===== src/rtl/regfile_wr_arbiter.sv =====
// Write-port arbiter for the general register file: two writeback requesters,
// round-robin fairness, locked multi-beat bursts with idle timeout, registered write beat.
module regfile_wr_arbiter #(
    parameter int unsigned ADDR_W   = 5,
    parameter int unsigned DATA_W   = 32,
    parameter int unsigned LOCK_MAX = 8
) (
    input  logic              clk,
    input  logic              rst,
    input  logic              req0_valid,
    input  logic              req0_lock,
    input  logic [ADDR_W-1:0] req0_addr,
    input  logic [DATA_W-1:0] req0_data,
    output logic              req0_ready,
    input  logic              req1_valid,
    input  logic              req1_lock,
    input  logic [ADDR_W-1:0] req1_addr,
    input  logic [DATA_W-1:0] req1_data,
    output logic              req1_ready,
    output logic              we,
    output logic [ADDR_W-1:0] waddr,
    output logic [DATA_W-1:0] wdata,
    output logic              locked
);

    localparam int unsigned CNT_W = 8;
    localparam logic [CNT_W-1:0] IDLE_LAST = CNT_W'(LOCK_MAX - 1);

    typedef enum logic [1:0] {
        ARB   = 2'd0,
        LOCK0 = 2'd1,
        LOCK1 = 2'd2
    } state_t;

    state_t            state;
    logic              prio;
    logic [CNT_W-1:0]  idle_cnt;

    logic              gnt0;
    logic              gnt1;
    logic              accept;
    logic              acc_lock;
    logic [ADDR_W-1:0] acc_addr;
    logic [DATA_W-1:0] acc_data;

    // Grant selection; readies are suppressed while reset is held
    always_comb begin
        gnt0 = 1'b0;
        gnt1 = 1'b0;
        if (!rst) begin
            case (state)
                ARB: begin
                    gnt0 = req0_valid && (!req1_valid || !prio);
                    gnt1 = req1_valid && !gnt0;
                end
                LOCK0:   gnt0 = req0_valid;
                LOCK1:   gnt1 = req1_valid;
                default: begin
                    gnt0 = 1'b0;
                    gnt1 = 1'b0;
                end
            endcase
        end
    end

    assign req0_ready = gnt0;
    assign req1_ready = gnt1;
    assign accept     = gnt0 || gnt1;
    assign acc_lock   = gnt0 ? req0_lock : req1_lock;
    assign acc_addr   = gnt0 ? req0_addr : req1_addr;
    assign acc_data   = gnt0 ? req0_data : req1_data;

    // Arbitration state, idle timeout and registered write beat
    always_ff @(posedge clk) begin
        if (rst) begin
            state    <= ARB;
            prio     <= 1'b0;
            idle_cnt <= '0;
            we       <= 1'b0;
            waddr    <= '0;
            wdata    <= '0;
            locked   <= 1'b0;
        end else begin
            we <= accept && (acc_addr != '0);
            if (accept) begin
                waddr    <= acc_addr;
                wdata    <= acc_data;
                idle_cnt <= '0;
                if (acc_lock) begin
                    state  <= gnt0 ? LOCK0 : LOCK1;
                    locked <= 1'b1;
                end else begin
                    state  <= ARB;
                    prio   <= gnt0;
                    locked <= 1'b0;
                end
            end else if (state != ARB) begin
                // Owner stayed silent; release once the idle budget is spent
                if (idle_cnt == IDLE_LAST) begin
                    state    <= ARB;
                    prio     <= (state == LOCK0);
                    idle_cnt <= '0;
                    locked   <= 1'b0;
                end else begin
                    idle_cnt <= idle_cnt + CNT_W'(1);
                end
            end else begin
                idle_cnt <= '0;
            end
        end
    end

endmodule


===== config.mk =====
export PLATFORM = sky130hd
export DESIGN_NAME = regfile_wr_arbiter
export DESIGN_NICKNAME = d
export VERILOG_FILES = /design/src/rtl/regfile_wr_arbiter.sv
export SDC_FILE = /design/constraint.sdc
export NUM_CORES = 1
export LEC_CHECK = 0
export CAP_MARGIN = 10
export CORE_MARGIN = 2
export CORE_UTILIZATION = 36
export CTS_CLUSTER_DIAMETER = 120
export CTS_CLUSTER_SIZE = 14
export DETAILED_ROUTE_END_ITERATION = 10
export PLACE_DENSITY = 0.77
export SYNTH_ARGS = -nofsm -noshare
export SYNTH_HDL_FRONTEND = slang
export SYNTH_SLANG_ARGS = --single-unit

===== constraint.sdc =====
create_clock -name clk -period 1.7 [get_ports clk]
set_input_delay 0.51 -clock clk [delete_from_list [all_inputs] [get_ports clk]]
set_output_delay 0.51 -clock clk [all_outputs]
set_load 0.005 [all_outputs]

==> flow_summary.json, run 1 <==
{
  "start_util_pct": 36.9,
  "synth_cells": 236,
  "nNetsFinal": 447,
  "grt_pass1_wl_mm": 10.8,
  "tritoncts": "built",
  "async_flop_share_pct": 0,
  "clkLatencyLatePin_ns": 0.31,
  "drc": 0,
  "antenna_cells": 0,
  "grt_pass1_vias": 2398,
  "post_drt_wl_per_cell_um": 14.9,
  "ys.flop_type": "dfxtp_1",
  "num_vias": 2233,
  "crit_type": "flop to output pin",
  "clockRootBuffer": "clkbuf_8",
  "yosysTopAreaCell": "dfxtp_1",
  "rr_worst_depth": 6,
  "rsz0062_at_grt": "true",
  "met1_usage_pct": 20.1,
  "use_met3_pct": 7.87,
  "pin_count": 121,
  "yosysTopAreaCellShare_pct": 43.2,
  "via_per_inst": 5.04,
  "syn2layout_area_growth_pct": 65.8,
  "track_usage_pct": 18.5,
  "met2_usage_pct": 33.4,
  "busiest_layer": "met2",
  "p_seq_share_pct": 48.5,
  "ys_top_cells_by_area": "dfxtp_1, mux2i_1, a211oi_1, nor2_1, buf_12",
  "skew_ns": 0.0122,
  "hold_viol_final": 0,
  "violations": "setup timing",
  "hpwlAfterDp_mm": 4.81,
  "fill_cells": 528,
  "power_switching_mw": 0.713,
  "tightest_slew_ns": 0.332,
  "critPathRequiredTime_ns": 1.19,
  "p_per_area_mw_per_mm2": 710,
  "synth_edf_count": 0,
  "numCtsBuffers": 5,
  "clock-sinks": 50,
  "place_congestion": 0.774,
  "yosysSeqAreaShare_pct": 43.2,
  "grt_max_degree": 46,
  "p_total_mw": 2.73,
  "tns_ns": -0.0797,
  "status": "finished with violations",
  "path_max_fanout": 2,
  "totalWireLength_mm": 6.58,
  "critPathCaptureType": "output pin",
  "worst_slack_ns": -0.0394,
  "dr.pass1.iters": 5,
  "die-area_mm2": 0.00709,
  "clock.fmax_mhz": 575,
  "max_slew_margin_pct": 77.7,
  "syn_nets": 317,
  "setup_violations": 3,
  "hold_depth": 2,
  "switching_share_pct": 26.1,
  "drv_cap": 0,
  "clock_path_buffers": 2,
  "drtAntennaViolNets": 0,
  "h-tree-depth": 2,
  "irDropWorstVdd_uv": 445,
  "utilization_pct": 61.2,
  "coreArea_mm2": 0.00628,
  "hp-class": "flop to flop",
  "antenna_found_initial": 0,
  "ys_seq_elements": 50,
  "avgSynthCellArea_um2": 9.82,
  "p_leak_nw": 1.66,
  "yosysWarnings": 0,
  "drv_slew": 0,
  "pwr-share-clk_pct": 24.9,
  "period_share_pct": 102,
  "intPower_mw": 2.01,
  "hold_slack_ns": 0.474,
  "p_comb_share_pct": 26.6,
  "drt_iter0_drc": 70,
  "synth_area_mm2": 0.00232,
  "io_buffers": 120,
  "die_x_um": 84.2,
  "worst_setup_path_start_kind": "flop",
  "drive_above_1_share_pct": 19.7,
  "die_y_um": 84.2,
  "rows": 29,
  "clkTransAtPathRegs_ns": 0.09,
  "grt_overflow": 0,
  "fin_crit_ns": 1.74,
  "reg2reg_slack_ns": -0.02,
  "arrival_ns": 1.23,
  "synth_cell_types": 39
}
placed cells by master (no fill, tap or decap), types with 2 or more instances in the layout:
cell,count
clkinvlp_4,2
dfxtp_2,23
buf_6,5
inv_1,2
nor2_2,7
buf_4,16
or4_1,2
and3_1,4
nand2_1,6
nor2_1,38
dlygate4sd2_1,3
a21oi_1,2
xor2_1,5
a311oi_1,3
clkbuf_8,5
dfxtp_1,27
clkdlybuf4s50_1,96
a211oi_1,33
a22o_1,2
nand3_1,6
dlymetal6s2s_1,16
mux2i_1,34
nor3_1,4
metal layers:
metal / share of wire (%) / routed length [µm]
met1: 41 / 2690
met2: 50 / 3290
met3: 8.3 / 544
met4: 0.96 / 63
met5: 0 / 0
path summary, 6_finish.rpt:
check	from	end
max reg2reg	state[1]	prio
max	state[1]	req1_ready
min	locked	locked
min reg2reg	locked	locked
cell usage after synthesis (3+ instances only):
master	count
a211oi_1	34
a311oi_1	3
and3_1	4
buf_12	3
buf_2	6
clkbuf_1	6
dfxtp_1	50
mux2i_1	34
nand2_1	6
nand3_1	6
nor2_1	38
nor2_2	7
nor3_1	4
xor2_1	5
power by group through the flow:
stage               logic, mW  clock network (mW)  registers (mW)
floorplan               0.282                   0            1.35
global placement        0.706                   0            1.34
detailed placement      0.720                   0            1.34
CTS                     0.727               0.704            1.32
global route            0.782               0.759            1.33
finish                  0.725               0.680            1.32
state kept, by name, indices dropped and copies added (netlist names):
name and cells:
wdata 32, idle_cnt 8, waddr 5, state 2, locked 1, prio 1, we 1
cells by family after synthesis:
logic type / after synthesis / synth area share, %
muxes: 34 / 14.7
and+or+nand+nor: 75 / 15.7
AOI/OAI and AO/OA: 49 / 16.8
adders and majority gates: 1 / 0.540
DFF: 50 / 43.2
buffers and inverters: 21 / 6.75
xor gates and xnor gates: 6 / 2.27
critical path, stage by stage (launching register included):
cell      delay [ns]
dfxtp_2         0.33
nand2b_4        0.14
buf_6           0.11
o211a_4         0.23
buf_6           0.12
cell type report:
cell class | count | area, µm² | area share (%)
clock inverters | 2 | 15.0 | 0.391
clock buffers | 5 | 68.8 | 1.79
multi-input cells | 165 | 1180 | 30.7
flip-flops and latches | 50 | 1030 | 26.8
repair buffers | 141 | 1440 | 37.5
inverters | 3 | 13.8 | 0.358
well taps | 77 | 96.3 | 2.51
through the flow:
stage / instance area, µm² / setup WS (ns) / std cells
global placement: 3620 / -0.788 / 433
floorplan: 2320 / 0.0314 / 236
finish: 3840 / -0.0394 / 443
CTS: 3730 / -0.0541 / 441
global route: 3840 / -0.0824 / 443
detailed placement: 3620 / -0.813 / 433
timing repair:
action                     CTS  global route
hold buffers                 0             0
gates resized for setup     27            40
gates cloned                 0             1
buffers inserted             2             1
pin swaps                    2             8
setup endpoints to repair   46            72
No activity file was read; power rests on OpenSTA's default activity.
==> run 2, diff against run 1 <==
==> constraint.sdc (replaced) <==
create_clock -name clk -period 1.7 [get_ports clk]
set_input_delay 0.34 -clock clk [delete_from_list [all_inputs] [get_ports clk]]
set_output_delay 0.34 -clock clk [all_outputs]
set_load 0.005 [all_outputs]
==> flow_summary.json, run 2 (synthesis results as in run 1) <==
{
  "grt_max_degree": 33,
  "critPathCaptureType": "output pin",
  "worst_setup_path_start_kind": "flop",
  "layout_common_cells": "clkdlybuf4s50_1, dfxtp_1, nor2_1",
  "hold_slack_ns": 0.435,
  "hold_depth": 3,
  "largest_register_ffs": 32,
  "period_share_pct": 96.1,
  "reg2reg_to": "idle_cnt[5]",
  "h-tree-depth": 2,
  "drc": 0,
  "p_leak_nw": 1.40,
  "status": "completed",
  "max_stage_delay_ns": 0.38,
  "die_y_um": 84.2,
  "critPathRequiredTime_ns": 1.36,
  "drv_slew": 0,
  "clkTransAtPathRegs_ns": 0.08,
  "drtAntennaViolNets": 0,
  "rr_worst_depth": 5,
  "via_per_inst": 4.97,
  "crit_type": "flop to output pin",
  "worstPathCellList": "nor2b_4 -> a211o_4 -> inv_4 -> clkdlybuf4s15_1",
  "holdBufCountCts": 0,
  "clock_path_buffers": 2,
  "die-area_mm2": 0.00709,
  "clkLatencyLatePin_ns": 0.30,
  "dr.pass1.iters": 4,
  "hp-class": "input port to flop",
  "rows": 29,
  "clockRootBuffer": "clkbuf_8",
  "post_drt_wl_per_cell_um": 14.5,
  "drive_above_1_share_pct": 13.8,
  "tns_ns": 0,
  "skew_ns": 0.00892,
  "grt_pass1_vias": 2266,
  "tritoncts": "built",
  "hpwlAfterDp_mm": 5.02,
  "syn2layout_area_growth_pct": 63.0,
  "mostFrequentLayoutCell": "clkdlybuf4s50_1",
  "reg2reg_from": "idle_cnt[1]",
  "nNetsFinal": 449,
  "hold_start": "rst",
  "totalWireLength_mm": 6.47,
  "p_per_area_mw_per_mm2": 738,
  "antenna_found_initial": 0,
  "clock.fmax_mhz": 612,
  "cp_slowest_cell": "dfxtp_1",
  "utilization_pct": 60.2,
  "coreArea_mm2": 0.00628,
  "die_x_um": 84.2,
  "numCtsBuffers": 5,
  "hold_end": "prio",
  "irDropWorstVdd_uv": 414,
  "reg_top3": "wdata: 32 flops, idle_cnt: 8 flops, waddr: 5 flops",
  "clock-sinks": 50,
  "io_buffers": 120,
  "place_congestion": 0.805,
  "track_usage_pct": 18.3,
  "path_max_fanout": 2,
  "antenna_cells": 0,
  "fill_cells": 571,
  "max_slew_margin_pct": 76.4,
  "setup_violations": 0,
  "start_util_pct": 36.9,
  "fin_crit_ns": 1.63,
  "reg2reg_slack_ns": 0.07,
  "grt_pass1_wl_mm": 10.6,
  "pin_count": 121,
  "tightest_slew_ns": 0.355,
  "hold_viol_final": 0,
  "drv_cap": 0,
  "grt_overflow": 0,
  "drt_iter0_drc": 133,
  "arrival_ns": 1.29,
  "num_vias": 2216,
  "regMostFlops": "wdata"
}
[run 2: cell types whose count changed in the layout (fill, tap and decap cells not counted), sizes merged]
cell / before / now
clkdlybuf4s50: 96 / 115
dlymetal6s2s: 16 / 0
buf: 24 / 25
clkinvlp: 2 / 1
dlygate4sd2: 3 / 2
inv: 3 / 4
[run 2: worst max path at each step]
stage / start / endpoint / slack, ns / cells after the start
2_1_floorplan: idle_cnt[0] / idle_cnt[2] / 0.04 / 6
3_3_place_gp: req1_valid / req0_ready / -0.45 / 5
3_5_place_dp: req1_valid / req0_ready / -0.47 / 5
4_1_cts: state[1] / req0_ready / -0.004 / 4
5_1_grt: state[1] / wdata[4] / -0.00004 / 7
6_report: state[0] / req0_ready / 0.07 / 4
[run 2: metal layers]
metal / routed length (µm) / global-route usage [%] / vias up
met1: 2780 / 22.2 / 1014
li1: - / - / 1122
met2: 3130 / 31.1 / 70
met5: 0 / 0 / -
met3: 474 / 6.49 / 10
met4: 89 / 4.11 / 0
[run 2: worst max-delay path: cells and delay by family (launching register included)]
| family | cells | cell delay [ns] |
|---|---|---|
| buf+inv | 2 | 0.24 |
| simple gates | 1 | 0.06 |
| compound gates | 1 | 0.33 |
| flops | 1 | 0.38 |
[run 2: final cells by class]
cell class              instances  area [µm²]  area share [%]
clock inverters                 2        16.3           0.431
multi-input cells             165        1180            31.2
clock buffers                   6        82.6            2.19
inverters                       3        13.8           0.364
repair buffers                143        1390            36.7
well taps                      77        96.3            2.55
flip-flops and latches         50        1000            26.6
[run 2: timing repair]
action	in CTS	in global routing
pin swaps	1	1
setup buffers	0	1
setup endpoints to repair	26	8
resized for setup	8	5
[run 2: power by group]
| part | internal (mW) | switching [mW] |
|---|---|---|
| Sequential | 1.26 | 0.0515 |
| Combinational | 0.469 | 0.262 |
| Clock | 0.336 | 0.406 |
| Total | 2.07 | 0.719 |
[run 2: metrics by stage]
stage / instances / worst slack (ns) / area, µm² / power [mW]
4_1_cts: 445 / -0.00370 / 3770 / 2.82
3_3_place_gp: 437 / -0.449 / 3660 / 2.06
6_report: 446 / 0.0660 / 3780 / 2.79
3_5_place_dp: 437 / -0.465 / 3660 / 2.07
5_1_grt: 446 / -0.0000357 / 3780 / 2.93
2_1_floorplan: 236 / 0.0396 / 2320 / 1.63
